<file path="config.mk">
export PLATFORM = sky130hd
export DESIGN_NAME = alarm_text_ctrl
export DESIGN_NICKNAME = d
export VERILOG_FILES = /design/src/rtl/alarm_text_ctrl.sv
export SDC_FILE = /design/constraint.sdc
export NUM_CORES = 1
export LEC_CHECK = 0
export ABC_CLOCK_PERIOD_IN_PS = 4100
export CAP_MARGIN = 10
export CORE_ASPECT_RATIO = 1.2
export CORE_MARGIN = 1
export CORE_UTILIZATION = 50
export CTS_BUF_LIST = sky130_fd_sc_hd__clkbuf_16
export CTS_CLUSTER_DIAMETER = 50
export DETAILED_ROUTE_END_ITERATION = 12
export PLACE_DENSITY = 0.86
export SYNTH_ARGS = -nofsm -noshare
export SYNTH_HDL_FRONTEND = slang
export SYNTH_SLANG_ARGS = --single-unit
</file>
<file path="constraint.sdc">
create_clock -name clk -period 4.1 [get_ports clk]
set_input_delay 0.615 -clock clk [delete_from_list [all_inputs] [get_ports clk]]
set_output_delay 0.615 -clock clk [all_outputs]
set_load 0.01 [all_outputs]
</file>
<file path="src/rtl/alarm_text_ctrl.sv">
// Alarm arm/ring/snooze sequencer driving placement, blink and gating of the 128x16 ALARM text overlay.
// Build option ALARM_BOUNCE_EN: the text bounces horizontally while ringing.
module alarm_text_ctrl #(
  parameter int TEXT_X       = 256,
  parameter int TEXT_Y       = 32,
  parameter int BLINK_FRAMES = 30,
  parameter int RING_FRAMES  = 1800,
  parameter int SNOOZE_SEC   = 300,
  parameter int H_LIMIT      = 512
) (
  input  logic       clk,
  input  logic       reset_n,
  input  logic       frame_tick,
  input  logic       sec_tick,
  input  logic [4:0] cur_hh,
  input  logic [5:0] cur_mm,
  input  logic [5:0] cur_ss,
  input  logic [4:0] alm_hh,
  input  logic [5:0] alm_mm,
  input  logic       alarm_en,
  input  logic       snooze_btn,
  input  logic       stop_btn,
  input  logic       text_pixel_on,
  output logic [9:0] text_x,
  output logic [9:0] text_y,
  output logic       overlay_on,
  output logic       buzzer,
  output logic [1:0] state_dbg
);

  // state   | meaning
  // IDLE    | alarm disabled, text hidden
  // ARMED   | waiting for hh:mm:00, text steady
  // RINGING | buzzer on, text blinking
  // SNOOZE  | buzzer off, counting seconds back to RINGING
  typedef enum logic [1:0] {
    IDLE    = 2'd0,
    ARMED   = 2'd1,
    RINGING = 2'd2,
    SNOOZE  = 2'd3
  } state_t;

  // The left edge can never sit past H_LIMIT, so the home position is clamped to it.
  localparam int        TX_HOME     = (TEXT_X > H_LIMIT) ? H_LIMIT : TEXT_X;
  localparam logic [9:0] X_HOME     = 10'(TX_HOME);
  localparam logic [9:0] Y_HOME     = 10'(TEXT_Y);
  localparam logic [4:0] BLINK_LAST = 5'(BLINK_FRAMES - 1);
  localparam logic [10:0] RING_LAST = 11'(RING_FRAMES - 1);
  localparam logic [8:0] SNZ_LOAD   = 9'(SNOOZE_SEC);

  state_t      state_q, state_d;
  logic [4:0]  blink_q, blink_d;
  logic [10:0] ring_q, ring_d;
  logic [8:0]  snz_q, snz_d;
  logic        phase_q, phase_d;
  logic        show_q, show_d;
  logic        lock_q, lock_d;
  logic        buzz_q, buzz_d;
  logic [9:0]  x_q, x_d;
  logic [9:0]  y_q;
  logic        match;
  logic        start_ring;

  assign match = (cur_hh == alm_hh) && (cur_mm == alm_mm) && (cur_ss == 6'd0) && sec_tick;

  always_comb begin
    state_d    = state_q;
    blink_d    = blink_q;
    ring_d     = ring_q;
    snz_d      = snz_q;
    phase_d    = phase_q;
    show_d     = show_q;
    lock_d     = lock_q;
    start_ring = 1'b0;

    // A match can only re-fire once the seconds have moved off :00.
    if (cur_ss != 6'd0) lock_d = 1'b0;

    if (frame_tick) begin
      case (state_q)
        IDLE:    show_d = 1'b0;
        RINGING: show_d = phase_q;
        default: show_d = 1'b1;
      endcase
    end

    if (!alarm_en) begin
      state_d = IDLE;
      show_d  = 1'b0;
    end else begin
      case (state_q)
        IDLE: state_d = ARMED;
        ARMED: begin
          if (match && !lock_q) begin
            start_ring = 1'b1;
            lock_d     = 1'b1;
          end
        end
        RINGING: begin
          if (stop_btn) begin
            state_d = ARMED;
          end else if (snooze_btn) begin
            state_d = SNOOZE;
            snz_d   = SNZ_LOAD;
          end else if (frame_tick) begin
            if (blink_q >= BLINK_LAST) begin
              blink_d = 5'd0;
              phase_d = ~phase_q;
            end else begin
              blink_d = blink_q + 5'd1;
            end
            if (ring_q >= RING_LAST) begin
              state_d = ARMED;
              ring_d  = 11'd0;
            end else begin
              ring_d = ring_q + 11'd1;
            end
          end
        end
        SNOOZE: begin
          if (stop_btn) begin
            state_d = ARMED;
          end else if (snooze_btn) begin
            snz_d = SNZ_LOAD;
          end else if (sec_tick) begin
            if (snz_q <= 9'd1) start_ring = 1'b1;
            else               snz_d      = snz_q - 9'd1;
          end
        end
        default: state_d = IDLE;
      endcase
    end

    if (start_ring) begin
      state_d = RINGING;
      ring_d  = 11'd0;
      blink_d = 5'd0;
      phase_d = 1'b1;
    end

    buzz_d = (state_d == RINGING);
  end

`ifdef ALARM_BOUNCE_EN
  logic dir_q, dir_d;  // 1 = moving left

  always_comb begin
    x_d   = x_q;
    dir_d = dir_q;
    if (frame_tick) begin
      if (state_q == RINGING) begin
        if (!dir_q && (x_q >= 10'(H_LIMIT))) begin
          dir_d = 1'b1;
        end else if (dir_q && (x_q == 10'd0)) begin
          dir_d = 1'b0;
        end else begin
          x_d = dir_q ? (x_q - 10'd1) : (x_q + 10'd1);
        end
      end else begin
        x_d = X_HOME;
      end
    end
  end

  always_ff @(posedge clk) begin
    if (!reset_n) dir_q <= 1'b0;
    else          dir_q <= dir_d;
  end
`else
  assign x_d = X_HOME;
`endif

  always_ff @(posedge clk) begin
    if (!reset_n) begin
      state_q <= IDLE;
      blink_q <= 5'd0;
      ring_q  <= 11'd0;
      snz_q   <= 9'd0;
      phase_q <= 1'b1;
      show_q  <= 1'b0;
      lock_q  <= 1'b0;
      buzz_q  <= 1'b0;
      x_q     <= X_HOME;
      y_q     <= Y_HOME;
    end else begin
      state_q <= state_d;
      blink_q <= blink_d;
      ring_q  <= ring_d;
      snz_q   <= snz_d;
      phase_q <= phase_d;
      show_q  <= show_d;
      lock_q  <= lock_d;
      buzz_q  <= buzz_d;
      x_q     <= x_d;
      y_q     <= Y_HOME;
    end
  end

  assign text_x     = x_q;
  assign text_y     = y_q;
  assign buzzer     = buzz_q;
  assign state_dbg  = state_q;
  assign overlay_on = text_pixel_on & show_q;

endmodule

</file>
==> Yosys cells after proc, flatten, opt, wreduce, memory -nomap -nowiden <==
Index checks and enable logic that the tools add are counted.
{ "op_classes": {"addsub": 3, "magnitude_cmp": 3, "n_eq_ne": 11, "muxes": 29, "bitwise_logic": 5, "n_reduce_logical": 14} }
{ "op_table": {"columns": ["op", "n"], "rows": [
  ["2-to-1 mux 9 bit", 6],
  ["case mux 9 bit (2 select lines)", 1],
  ["2-to-1 mux 2 bit", 7],
  ["adder 11 x 1 -> 11 bit (second input constant)", 1],
  [">= comparator 11 bit (second input constant)", 1],
  ["2-to-1 mux 11 bit", 1],
  ["2-to-1 mux 1 bit", 10],
  ["<= comparator 9 x 1 -> 1 bit (second input constant)", 1],
  ["subtractor 9 x 1 -> 9 bit (second input constant)", 1],
  ["AND reduction 7 bit", 1],
  ["== test 2 bit (second input constant)", 3],
  ["== test 6 bit", 1],
  ["logical NOT 6 bit", 1],
  ["inequality test 2 bit (second input constant)", 3],
  ["inequality test 3 bit (second input constant)", 2],
  ["case mux 2 bit (3 select lines)", 1],
  ["AND reduction 6 bit", 1],
  ["nonzero test 6 bit", 1],
  ["adder 5 x 1 -> 5 bit (second input constant)", 1],
  ["== test 5 bit", 1],
  [">= comparator 5 bit (second input constant)", 1],
  ["2-to-1 mux 5 bit", 1],
  ["AND reduction 5 bit", 1],
  ["logical AND 1 bit", 4],
  ["9 further kinds", 13]
]} }
{ "word_totals": {"ff_bits": 31, "in_bits": 36} }

==> Longest topological paths before layout <==
{ "logic_depth": {"word_depth": 10, "depth_mapped": 7, "depth_no_buf": 7} }

==> Worst setup path after synthesis <==
OpenSTA, ideal clock, no wires.
{ "synth_timing": {"path_kind": "input-to-reg", "start": "input port cur_ss[1]", "end": "register ring_q[10]", "arrival_ns": 1.803, "t_required_ns": 3.982, "setup_slack_ns": 2.178, "path_stages": 5, "n_path_buf": 0, "path_cell_list": "or4_4 > nor4_2 > nand4_2 > nand3_2 > nor2_1"} }
{ "synth_between": {"elab_chain_len": 8} }
{ "synth_rtl": {"columns": ["item", "line", "text"], "rows": [
  ["start: declaration", "17", "input logic [5:0] cur_ss,"],
  ["logical NOT 6 bit", "64", "assign match = (cur_hh == alm_hh) && (cur_mm == alm_mm) && (cur_ss == 6'd0) && sec_tick;"],
  ["logical AND 1 bit (2 in series)", "64", null],
  ["logical AND 1 bit", "94", "if (match && !lock_q) begin"],
  ["2-to-1 mux 1 bit", "94", null],
  ["case mux 1 bit (2 select lines)", "91", "case (state_q)"],
  ["2-to-1 mux 1 bit", "87", "if (!alarm_en) begin"],
  ["OR reduction 2 bit (no line)", null, null],
  ["end signal: assignment", "188", "ring_q <= ring_d;"],
  ["end: declaration", "53", "logic [10:0] ring_q, ring_d;"]
]} }
Every way passes these cells.
A chain may end at the register's enable or synchronous reset.

==> Worst setup path in the final report <==
{ "layout_timing": {"start": "input port frame_tick", "end": "register ring_q[2]"} }
{ "layout_between": {"elab_chain_len": 1} }
{ "layout_rtl": {"columns": ["item", "line", "text"], "rows": [
  ["start: declaration", "13", "input logic frame_tick,"],
  ["AND reduction 5 bit (no line)", null, null]
]} }
Every way passes these cells.

==> flow_metrics.tcl <==
set metrics [dict create \
    timing.final.crit_share_pct 59.1 \
    powerDensity_mw_per_mm2 353 \
    grtUsageMet3_pct 6.72 \
    place_ws_ns 1.40 \
    final_area_sq_mm 0.00240 \
    skew_ns 0.00511 \
    dp_hpwl_um 2800 \
    worstPathRequired_ns 4.26 \
    grt_max_degree 13 \
    clk_root_buffer_cell "clkbuf_16" \
    finalSetupViolations 0 \
    first_iter_violations 50 \
    cts_resized 0 \
    numCtsBuffers 5 \
    final_cells 294 \
    crit_start "frame_tick" \
    post_cts_buffers 0 \
    critical_path_class "input port to flip-flop" \
    hold_depth 2 \
    yosys.area.top_type "dfxtp_1" \
    rr_worst_depth 5 \
    die_w_um 57.7 \
    fmax_mhz 413 \
    h-tree-depth 2 \
    initial_core_util_pct 53.8 \
    wl_per_cell_um 13.3 \
    dp_cells 286 \
    grt_setup_unrepaired "false" \
    drtAntennaViolNets 0 \
    nets 297 \
    worst_hold_path_type "flip-flop to flip-flop" \
    antenna_found_initial 0 \
    slowest_stage "clkdlybuf4s50_1" \
    cts_tree "yes" \
    r2r_start "state_dbg[0]" \
    layout_commonest_cell "clkdlybuf4s50_1" \
    netlist_instances 213 \
    synth_top_area_share_pct 33.4 \
    syn_area_sq_mm 0.00186 \
    setup_tns_ns 0 \
    place.gp.congestion 0.862 \
    numPortBuffers 39 \
    ys.flop_type "dfxtp_1" \
    ios 60 \
    grt_pass1_wl_um 6250 \
    grt_util_met1_pct 24.5 \
    die_y_um 68.8 \
    clk_pin_slew_worst_paths_ns 0.05 \
    crit_arrival_ns 2.59 \
    holdPathEnd "ring_q[10]" \
    cts_hold_buf 0 \
    syn_avg_cell_area_sq_um 8.73 \
    synth_area_leaders "dfxtp_1 (33%), xor2_1 (9.0%), buf_4 (8.1%)" \
    overflow 0 \
    yosys.cell_types.count 48 \
    grt.busiest_layer "met2" \
    regToRegSetupSlack_ns 2.14 \
    gr-usage-met2_pct 36.3 \
    max_stage_delay_ns 0.55 \
    post-route-min-period_ns 2.42 \
    drive_above_1_share_pct 8.17 \
    critPathLaunchType "input port" \
    setup_slack_ns 1.68 \
    row_count 23 \
    via_count 1615 \
    path_max_fanout 12 \
    synthArstFlopShare_pct 0 \
    syn_to_final_growth_pct 28.9 \
    placed_area_sq_mm 0.00221 \
    dieArea_sq_mm 0.00397 \
    grt_pass1_vias 1367 \
    dr.pass1.iters 8 \
    hold_viol 0 \
    drt-total-wl_um 3900 \
    route.detailed.drc 3 \
    failed_checks "DRC" \
    min_from "ring_q[10]" \
    core_sq_mm 0.00345 \
    final_cell_mix "clkdlybuf4s50_1 (39), dfxtp_1 (31), nor2_1 (23), conb_1 (20), xor2_1 (19)" \
    drv_cap 0 \
    power.leakage_nw 0.910 \
    worst_setup_path_end_kind "flip-flop" \
    vias_per_cell 5.49 \
    yosysSeqAreaShare_pct 33.4 \
    worstSkewPairLatency_ns 0.28 \
    track_usage_pct 21.2 \
    status "finished, violations left" \
    ys_ff_latch 31 \
    slew_violations 0 \
    synth-edff-count 0 \
    synth-warning-count 0 \
    peakVddDrop_mv 0.325 \
    antennaDiodeCount 0 \
    cts_sinks 31 \
    crit_path_cell_trace "clkdlybuf4s50_1 > or3b_1 > or2_1 > o31a_1 > nand3_2 > nor2_1" \
    r2r-end "ring_q[2]" \
    n_fill_cell 262 \
    clockBufferDepth 2 \
]
-- power by group --
group	switching [mW]	internal (mW)	leakage, nW
Clock	0.126	0.345	0.0952
Combinational	0.0300	0.0399	0.565
Sequential	0.00148	0.303	0.250
Total	0.158	0.688	0.910
-- worst max-delay path: cells and delay by family --
kind,cells,cell delay (ns)
AOI/OAI and AO/OA,1,0.36
buffers and inverters,1,0.55
and+or+nand+nor,4,1.06
-- cell usage after synthesis, types with 3 or more instances --
master	number
nand4b_1	5
ha_1	5
xor2_1	19
and3_1	5
nand2_1	7
nand4_1	3
buf_4	20
xnor2_1	9
nor3_1	8
nand3_1	7
nor2_1	23
dfxtp_1	31
nand2b_1	3
or3_1	3
a21oi_1	14
nor4_1	5
inv_1	6
a31oi_1	4
-- state kept, by name, indices dropped and copies added (netlist names) --
| name | flops |
|---|---|
| ring_q | 11 |
| snz_q | 9 |
| buzzer | 1 |
| blink_q | 5 |
| lock_q | 1 |
| show_q | 1 |
| state_dbg | 2 |
| phase_q | 1 |
-- through the flow --
step	util, %	total power, mW	hold WS [ns]
finish	69.4	0.845	0.470
global route	69.4	0.868	0.506
CTS	69.4	0.851	0.472
detailed placement	63.9	0.379	0.460
global placement	63.9	0.378	0.453
floorplan	-	0.350	0.438
-- worst max path at each step --
stage	slack, ns	endpoint	cells after the start
2_1_floorplan	2.18	ring_q[10]	5
3_3_place_gp	1.44	ring_q[8]	6
3_5_place_dp	1.40	ring_q[3]	6
4_1_cts	1.69	ring_q[2]	6
5_1_grt	1.57	ring_q[5]	6
6_report	1.68	ring_q[2]	6
-- per-layer routing --
metal / part of all wire (%) / wire length, um / up-vias
li1: - / - / 799
met1: 41 / 1580 / 730
met2: 50 / 1960 / 77
met3: 6.9 / 269 / 9
met4: 2.2 / 84 / 0
met5: 0 / 0 / -
-- cell type report --
class | instances | area, sq um | share of cell area (%)
well taps | 37 | 46.3 | 1.93
flip-flops and latches | 31 | 621 | 25.9
multi-input cells | 173 | 1130 | 47.1
inverters | 6 | 22.5 | 0.939
repair buffers | 39 | 390 | 16.3
clock inverters | 3 | 63.8 | 2.66
clock buffers | 5 | 125 | 5.22
-- logic make-up after synthesis --
kind of cell	synth area share [%]
AND/OR/NAND/NOR	30.0
flip-flops	33.4
AO/OA/AOI/OAI	10.1
XOR/XNOR	13.2
buffers and inverters	9.56
adder cells (fa/ha/maj)	3.36
other	0.404
No activity file was read; power rests on OpenSTA's default activity.
